### config.mk
export PLATFORM = sky130hd
export DESIGN_NAME = digit_scan_controller
export DESIGN_NICKNAME = d
export VERILOG_FILES = /design/src/rtl/digit_scan_controller_pkg.sv /design/src/rtl/digit_scan_controller.sv
export SDC_FILE = /design/constraint.sdc
export NUM_CORES = 1
export LEC_CHECK = 0
export CORE_AREA = 4 4 56 58
export DETAILED_ROUTE_END_ITERATION = 8
export DIE_AREA = 0 0 60 62
export PLACE_DENSITY = 0.87
export RECOVER_POWER = 25
export SYNTH_ARGS = -nofsm -noshare
export SYNTH_HDL_FRONTEND = slang
export SYNTH_SLANG_ARGS = --single-unit
### constraint.sdc
create_clock -name clk_i -period 6.29 [get_ports clk_i]
set_input_delay 1.258 -clock clk_i [delete_from_list [all_inputs] [get_ports clk_i]]
set_output_delay 1.258 -clock clk_i [all_outputs]
set_load 0.005 [all_outputs]
### src/rtl/digit_scan_controller_pkg.sv
`default_nettype none
// ============================================================================
//  Module      : digit_scan_controller_pkg
//  Description : Shared display constants and digit-search helpers for the
//                multiplexed digit scanner.
//  Revision    : 1.0 - initial release
// ============================================================================
package digit_scan_controller_pkg;

    // Widest display the helpers are sized for (16 digits, 4-bit index).
    localparam int MAX_DIGITS = 16;
    localparam int IDX_MAX_W  = 4;

    // Common-anode enables are active-low, so "all off" is all ones.
    localparam logic [MAX_DIGITS-1:0] ANODE_OFF = '1;

    // Brightness held in the latch while no slot has started yet.
    localparam int DEFAULT_BRIGHT = 0;

    // Lowest set bit of the mask; 0 when the mask is empty.
    function automatic logic [IDX_MAX_W-1:0] lowest_enabled_idx(
        input logic [MAX_DIGITS-1:0] mask
    );
        logic [IDX_MAX_W-1:0] r;
        r = '0;
        for (int i = MAX_DIGITS - 1; i >= 0; i--) begin
            if (mask[i]) r = IDX_MAX_W'(i);
        end
        return r;
    endfunction

    // Lowest enabled index strictly above idx, wrapping to the lowest enabled
    // index overall when nothing above is enabled.
    function automatic logic [IDX_MAX_W-1:0] next_enabled_idx(
        input logic [IDX_MAX_W-1:0]  idx,
        input logic [MAX_DIGITS-1:0] mask
    );
        logic [IDX_MAX_W-1:0] r;
        r = lowest_enabled_idx(mask);
        for (int i = MAX_DIGITS - 1; i >= 0; i--) begin
            if (mask[i] && (i > int'(idx))) r = IDX_MAX_W'(i);
        end
        return r;
    endfunction

endpackage
`default_nettype wire

### src/rtl/digit_scan_controller.sv
`default_nettype none
// ============================================================================
//  Module      : digit_scan_controller
//  Description : Multiplexed common-anode display scanner with per-digit
//                masking, PWM brightness, inter-digit blanking, optional
//                skipping of disabled digits and a frame-start strobe.
//  Revision    : 1.0 - initial release
// ============================================================================
module digit_scan_controller
    import digit_scan_controller_pkg::*;
#(
    parameter int NUM_DIGITS    = 8,
    parameter int SEL_W         = 3,
    parameter int BRIGHT_W      = 4,
    parameter int BLANK_TICKS   = 1,
    parameter int SKIP_DISABLED = 0
) (
    input  logic                  clk_i,
    input  logic                  reset_i,
    input  logic                  tick_i,
    input  logic [NUM_DIGITS-1:0] digit_en_i,
    input  logic [BRIGHT_W-1:0]   brightness_i,
    output logic [NUM_DIGITS-1:0] anode_o,
    output logic [SEL_W-1:0]      seg_sel_o,
    output logic                  frame_start_o
);

    localparam logic [BRIGHT_W-1:0]   SUB_MAX   = '1;
    localparam logic [BRIGHT_W-1:0]   BLANK_LIM = BRIGHT_W'(BLANK_TICKS);
    localparam logic [NUM_DIGITS-1:0] ANODE_RST = ANODE_OFF[NUM_DIGITS-1:0];

    logic [SEL_W-1:0]      idx_q,    idx_d;
    logic [BRIGHT_W-1:0]   sub_q,    sub_d;
    logic [BRIGHT_W-1:0]   bright_q, bright_d;
    logic [NUM_DIGITS-1:0] en_q,     en_d;
    logic                  first_q,  first_d;   // latch pending after reset
    logic [NUM_DIGITS-1:0] anode_q,  anode_d;
    logic                  frame_q,  frame_d;

    logic [MAX_DIGITS-1:0] mask_ext;
    logic [SEL_W-1:0]      first_digit;
    logic                  boundary;

    // Next-state and registered-output computation from the next-state values.
    always_comb begin
        idx_d       = idx_q;
        sub_d       = sub_q;
        bright_d    = bright_q;
        en_d        = en_q;
        first_d     = first_q;
        frame_d     = 1'b0;
        mask_ext    = MAX_DIGITS'(digit_en_i);
        boundary    = (sub_q == SUB_MAX);
        first_digit = (SKIP_DISABLED != 0) ? SEL_W'(lowest_enabled_idx(mask_ext)) : '0;

        if (tick_i) begin
            sub_d   = sub_q + BRIGHT_W'(1);
            first_d = 1'b0;
            // Brightness and mask only change at slot edges so a slot never
            // flickers mid-way; the first tick also latches them.
            if (boundary || first_q) begin
                bright_d = brightness_i;
                en_d     = digit_en_i;
            end
            if (boundary) begin
                if (int'(idx_q) >= NUM_DIGITS) begin
                    // Unreachable index (upset): recover to digit 0.
                    idx_d = '0;
                end else if (SKIP_DISABLED != 0) begin
                    if (digit_en_i == '0) idx_d = '0;
                    else idx_d = SEL_W'(next_enabled_idx(IDX_MAX_W'(idx_q), mask_ext));
                end else if (int'(idx_q) == NUM_DIGITS - 1) begin
                    idx_d = '0;
                end else begin
                    idx_d = idx_q + SEL_W'(1);
                end
                frame_d = (idx_d == first_digit) &&
                          !((SKIP_DISABLED != 0) && (digit_en_i == '0));
            end
        end

        // Only the owning digit may light, and only inside its PWM window
        // after the blanking ticks.
        anode_d = ANODE_RST;
        for (int i = 0; i < NUM_DIGITS; i++) begin
            if ((int'(idx_d) == i) && en_d[i] && (sub_d >= BLANK_LIM) && (sub_d < bright_d))
                anode_d[i] = 1'b0;
        end
    end

    // State and output registers; reset is immediate and returns all dark.
    always_ff @(posedge clk_i or posedge reset_i) begin
        if (reset_i) begin
            idx_q    <= '0;
            sub_q    <= '0;
            bright_q <= BRIGHT_W'(DEFAULT_BRIGHT);
            en_q     <= '0;
            first_q  <= 1'b1;
            anode_q  <= ANODE_RST;
            frame_q  <= 1'b0;
        end else begin
            idx_q    <= idx_d;
            sub_q    <= sub_d;
            bright_q <= bright_d;
            en_q     <= en_d;
            first_q  <= first_d;
            anode_q  <= anode_d;
            frame_q  <= frame_d;
        end
    end

    assign anode_o       = anode_q;
    assign seg_sel_o     = idx_q;
    assign frame_start_o = frame_q;

endmodule
`default_nettype wire
==> flow_metrics.env <==
export IMPL_status="complete, no violations"
export IMPL_cts_sinks=29
export IMPL_drt_vias_per_instance=5.29
export IMPL_timing_setup_tns_ns=0
export IMPL_holdCritPathClass="reg2reg"
export IMPL_dp_cells=152
export IMPL_post_synth_num_cell_types=32
export IMPL_setup_worst_path_start="tick_i"
export IMPL_detail_route_iter0_violations=14
export IMPL_fmaxAchievable_mhz=277
export IMPL_place_congestion=0.759
export IMPL_clkLatencyLatePin_ns=0.33
export IMPL_cts_htree_levels=2
export IMPL_std_cell_rows=19
export IMPL_final_layout_size_suffix_gt1_share_pct=20.2
export IMPL_required_ns=6.54
export IMPL_detail_route_first_pass_iterations=3
export IMPL_synth_seq_cells=29
export IMPL_first_global_vias=913
export IMPL_die_width_um=60
export IMPL_setup_reg_to_reg_worst_slack_ns=3.33
export IMPL_layout_area_seq_sq_um=737
export IMPL_dieArea_sq_um=3720
export IMPL_antenna_diode_count=0
export IMPL_max_slew_margin_pct=30.6
export IMPL_routed_wire_length_per_instance_um=15.1
export IMPL_grt_start_max_net_pins=30
export IMPL_die_h_um=62
export IMPL_hpwlAfterDp_um=1880
export IMPL_critical_path_cell_chain="dlygate4sd3_1 -> nand2b_4 -> mux2i_1 -> ha_1 -> a21o_1 -> a21oi_1 -> nand3_2 -> or3b_1"
export IMPL_critical_path_reg2reg_endpoint="anode_o[7]"
export IMPL_powerDensity_nw_per_um2=413
export IMPL_floorplan_initialDensity_pct=51.1
export IMPL_boundaryPins=27
export IMPL_design_final_nets=150
export IMPL_ant_nets=0
export IMPL_slew_viol_final=0
export IMPL_hold_ws_ns=0.489
export IMPL_final_min_clock_period_ns=3.61
export IMPL_placement_io_buffers=26
export IMPL_synthesis_area_per_instance_sq_um=13.9
export IMPL_crit_path_start_kind="input pin"
export IMPL_report_final_setup_viol=0
export IMPL_cts_tree="yes"
export IMPL_multi_input_combinational_cell_area_sq_um=553
export IMPL_maxCapViolCount=0
export IMPL_vdd_ir_drop_worst_mv=0.294
export IMPL_critPathCaptureType="register"
export IMPL_cell_area_after_technology_mapping_sq_um=1360
export IMPL_clock_skew_after_layout_ns=0.0159
export IMPL_core_area_sq_um=2660
export IMPL_globalRouteOverflowTotal=0
export IMPL_detailedPlace_worstSlack_ns=2.31
export IMPL_synthesis_nets=120
export IMPL_rsz_0062_raised_after_global_routing="false"
export IMPL_grt_antenna_before_repair=0
export IMPL_timing_worst_slew_pin_value_ns=1.04
export IMPL_layout_worst_path_cycle_share_pct=57.4
export IMPL_via_count=847
export IMPL_numCtsBuffers=5
export IMPL_synth_edff_count=0
export IMPL_path_max_fanout=13
export IMPL_max_stage_delay_ns=0.78
export IMPL_detail_route_drc_violations=0
export IMPL_synth_warning_count=0
export IMPL_ctsRootBufferMaster="sky130_fd_sc_hd__clkbuf_4"
export IMPL_synth_seq_area_share_pct=54.1
export IMPL_area_growth_syn_to_layout_pct=22.4
export IMPL_global_route_wire_length_before_repair_um=4040
export IMPL_final_instance_count_excl_fill=160
export IMPL_endpoint="anode_o[7]"
export IMPL_timing_setup_critical_path_class="in2reg"
export IMPL_drt_wl_total_um=2420
export IMPL_gr_usage_all_layers_pct=15.6
export IMPL_cts_setup_buffers=0
export IMPL_reg2regPathDepth=9
export IMPL_report_final_hold_viol_count=0
export IMPL_max_clock_path_buffers=2
export IMPL_clk_pin_slew_ns=0.09
export IMPL_crit_arrival_ns=3.86
export IMPL_power_static_leakage_nw=0.773
export IMPL_cts_hold_buffers_added=0
export IMPL_critical_path_slowest_cell="sky130_fd_sc_hd__dlygate4sd3_1"
export IMPL_synthFlopType="sky130_fd_sc_hd__dfrtp_1"
export IMPL_nFillCells=229
export IMPL_regToRegStartpoint="sub_q[0]"
export IMPL_worst_slack_ns=2.68
export IMPL_synthesis_instances=98
export IMPL_cts_resized=0
export IMPL_postSynth_asyncResetShare_pct=100
[cell usage in the layout (no fill, tap or decap)]
| cell | synthesis | routed |
|---|---|---|
| sky130_fd_sc_hd__nand3b_1 | 2 | 2 |
| sky130_fd_sc_hd__mux2_2 | 3 | 3 |
| sky130_fd_sc_hd__inv_1 | 7 | 7 |
| sky130_fd_sc_hd__nand4_1 | 1 | 2 |
| sky130_fd_sc_hd__nand2b_4 | 1 | 1 |
| sky130_fd_sc_hd__mux2_1 | 7 | 7 |
| sky130_fd_sc_hd__a21o_1 | 1 | 1 |
| sky130_fd_sc_hd__o2111ai_1 | 1 | 1 |
| sky130_fd_sc_hd__a31oi_2 | 1 | 1 |
| sky130_fd_sc_hd__o21bai_2 | 1 | 1 |
| sky130_fd_sc_hd__nand3b_4 | 1 | 1 |
| sky130_fd_sc_hd__dlygate4sd3_1 | 0 | 2 |
| sky130_fd_sc_hd__xor2_1 | 2 | 2 |
| sky130_fd_sc_hd__nand2_1 | 2 | 2 |
| sky130_fd_sc_hd__dfrtp_1 | 20 | 20 |
| sky130_fd_sc_hd__clkbuf_4 | 0 | 5 |
| sky130_fd_sc_hd__clkinv_2 | 0 | 2 |
| sky130_fd_sc_hd__ha_1 | 7 | 7 |
| sky130_fd_sc_hd__nor2b_1 | 1 | 1 |
| sky130_fd_sc_hd__clkbuf_1 | 0 | 1 |
| sky130_fd_sc_hd__nor2_1 | 1 | 1 |
| sky130_fd_sc_hd__a21o_4 | 1 | 1 |
| sky130_fd_sc_hd__mux2i_1 | 4 | 4 |
| sky130_fd_sc_hd__nor3_1 | 2 | 2 |
| sky130_fd_sc_hd__a21oi_1 | 2 | 2 |
| sky130_fd_sc_hd__dfstp_2 | 9 | 9 |
| sky130_fd_sc_hd__nand3_2 | 1 | 1 |
| sky130_fd_sc_hd__clkdlybuf4s50_1 | 0 | 24 |
| sky130_fd_sc_hd__mux2_4 | 1 | 1 |
| sky130_fd_sc_hd__nor4_1 | 1 | 1 |
| sky130_fd_sc_hd__xnor2_1 | 2 | 2 |
| sky130_fd_sc_hd__nor3b_1 | 1 | 1 |
| sky130_fd_sc_hd__nand3_1 | 3 | 3 |
| sky130_fd_sc_hd__or3b_1 | 8 | 8 |
[registers in the layout, indices dropped and copies added (netlist names)]
register       cells
first_q            1
bright_q           4
anode_o            8
seg_sel_o          3
sub_q              4
frame_start_o      1
en_q               8
[cell families (layout without fill, tap and decap cells)]
kind of cell               count (synthesis)  count (layout)  share of synthesized area [%]
DFF                                       29              29                           54.1
and+or+nand+nor                           26              26                           15.6
muxes                                     15              15                           12.3
buffers and inverters                     10              41                           4.14
adders and majority gates                  7               7                           6.43
AOI/OAI and AO/OA                          7               7                           4.78
xor gates and xnor gates                   4               4                           2.57
[cell usage after synthesis (2+ instances only)]
master                      n  share of area [%]
sky130_fd_sc_hd__mux2_2     3                2.5
sky130_fd_sc_hd__mux2_1     7                5.8
sky130_fd_sc_hd__or3b_1     8                5.1
sky130_fd_sc_hd__nand3_1    3                1.1
sky130_fd_sc_hd__nand3b_1   2                1.1
sky130_fd_sc_hd__ha_1       7                6.4
sky130_fd_sc_hd__dfrtp_1   20                 37
sky130_fd_sc_hd__xnor2_1    2                1.3
sky130_fd_sc_hd__nand2_1    2               0.55
sky130_fd_sc_hd__nor3_1     2               0.74
sky130_fd_sc_hd__a21oi_1    2               0.74
sky130_fd_sc_hd__dfstp_2    9                 17
sky130_fd_sc_hd__xor2_1     2                1.3
sky130_fd_sc_hd__inv_1      7                1.9
sky130_fd_sc_hd__mux2i_1    4                2.9
sky130_fd_sc_hd__buf_6      2                1.7
[through the flow]
step / cell area, sq um / total power [mW] / utilization (%)
after floorplan: 1360 / 0.516 / -
after global placement: 1630 / 0.576 / 61.2
after detailed placement: 1630 / 0.597 / 61.2
after CTS: 1680 / 0.705 / 63.2
after global routing: 1670 / 0.749 / 62.6
final: 1670 / 0.689 / 62.6
[layout make-up]
class | count | area share [%]
timing repair buffer | 26 | 15.6
clock inverter | 2 | 0.601
inverter | 7 | 1.58
multi-input combinational | 59 | 33.2
clock buffer | 6 | 2.48
sequential | 29 | 44.2
tap | 31 | 2.33
[worst max-delay path, delay by kind of cell]
family                     cells  cell delay, ns
muxes                          1            0.26
and+or+nand+nor                3            0.76
adders and majority gates      1            0.28
AOI/OAI and AO/OA              2            0.50
buffers and inverters          1            0.78
[worst min path at each step]
stage,start,end,slack [ns],cells after the start
after floorplan,en_q[2],en_q[2],0.45,1
after global placement,en_q[6],en_q[6],0.46,1
after detailed placement,en_q[3],en_q[3],0.47,1
after CTS,en_q[3],en_q[3],0.50,1
after global routing,en_q[3],en_q[3],0.50,1
final,en_q[3],en_q[3],0.49,1
[report_power, final]
| part | internal, mW | switching, mW |
|---|---|---|
| registers | 0.253 | 0.0392 |
| clock network | 0.0424 | 0.0635 |
| logic | 0.150 | 0.141 |
[per-layer routing]
| metal | up-vias | part of all wire, % | track usage [%] |
|---|---|---|---|
| li1 | 403 | - | - |
| met4 | 0 | 2.2 | 8.54 |
| met3 | 7 | 4.5 | 3.93 |
| met5 | - | 0 | 0 |
| met2 | 15 | 55 | 28.5 |
| met1 | 422 | 38 | 16.4 |
Power figures use the tool's default switching activity.
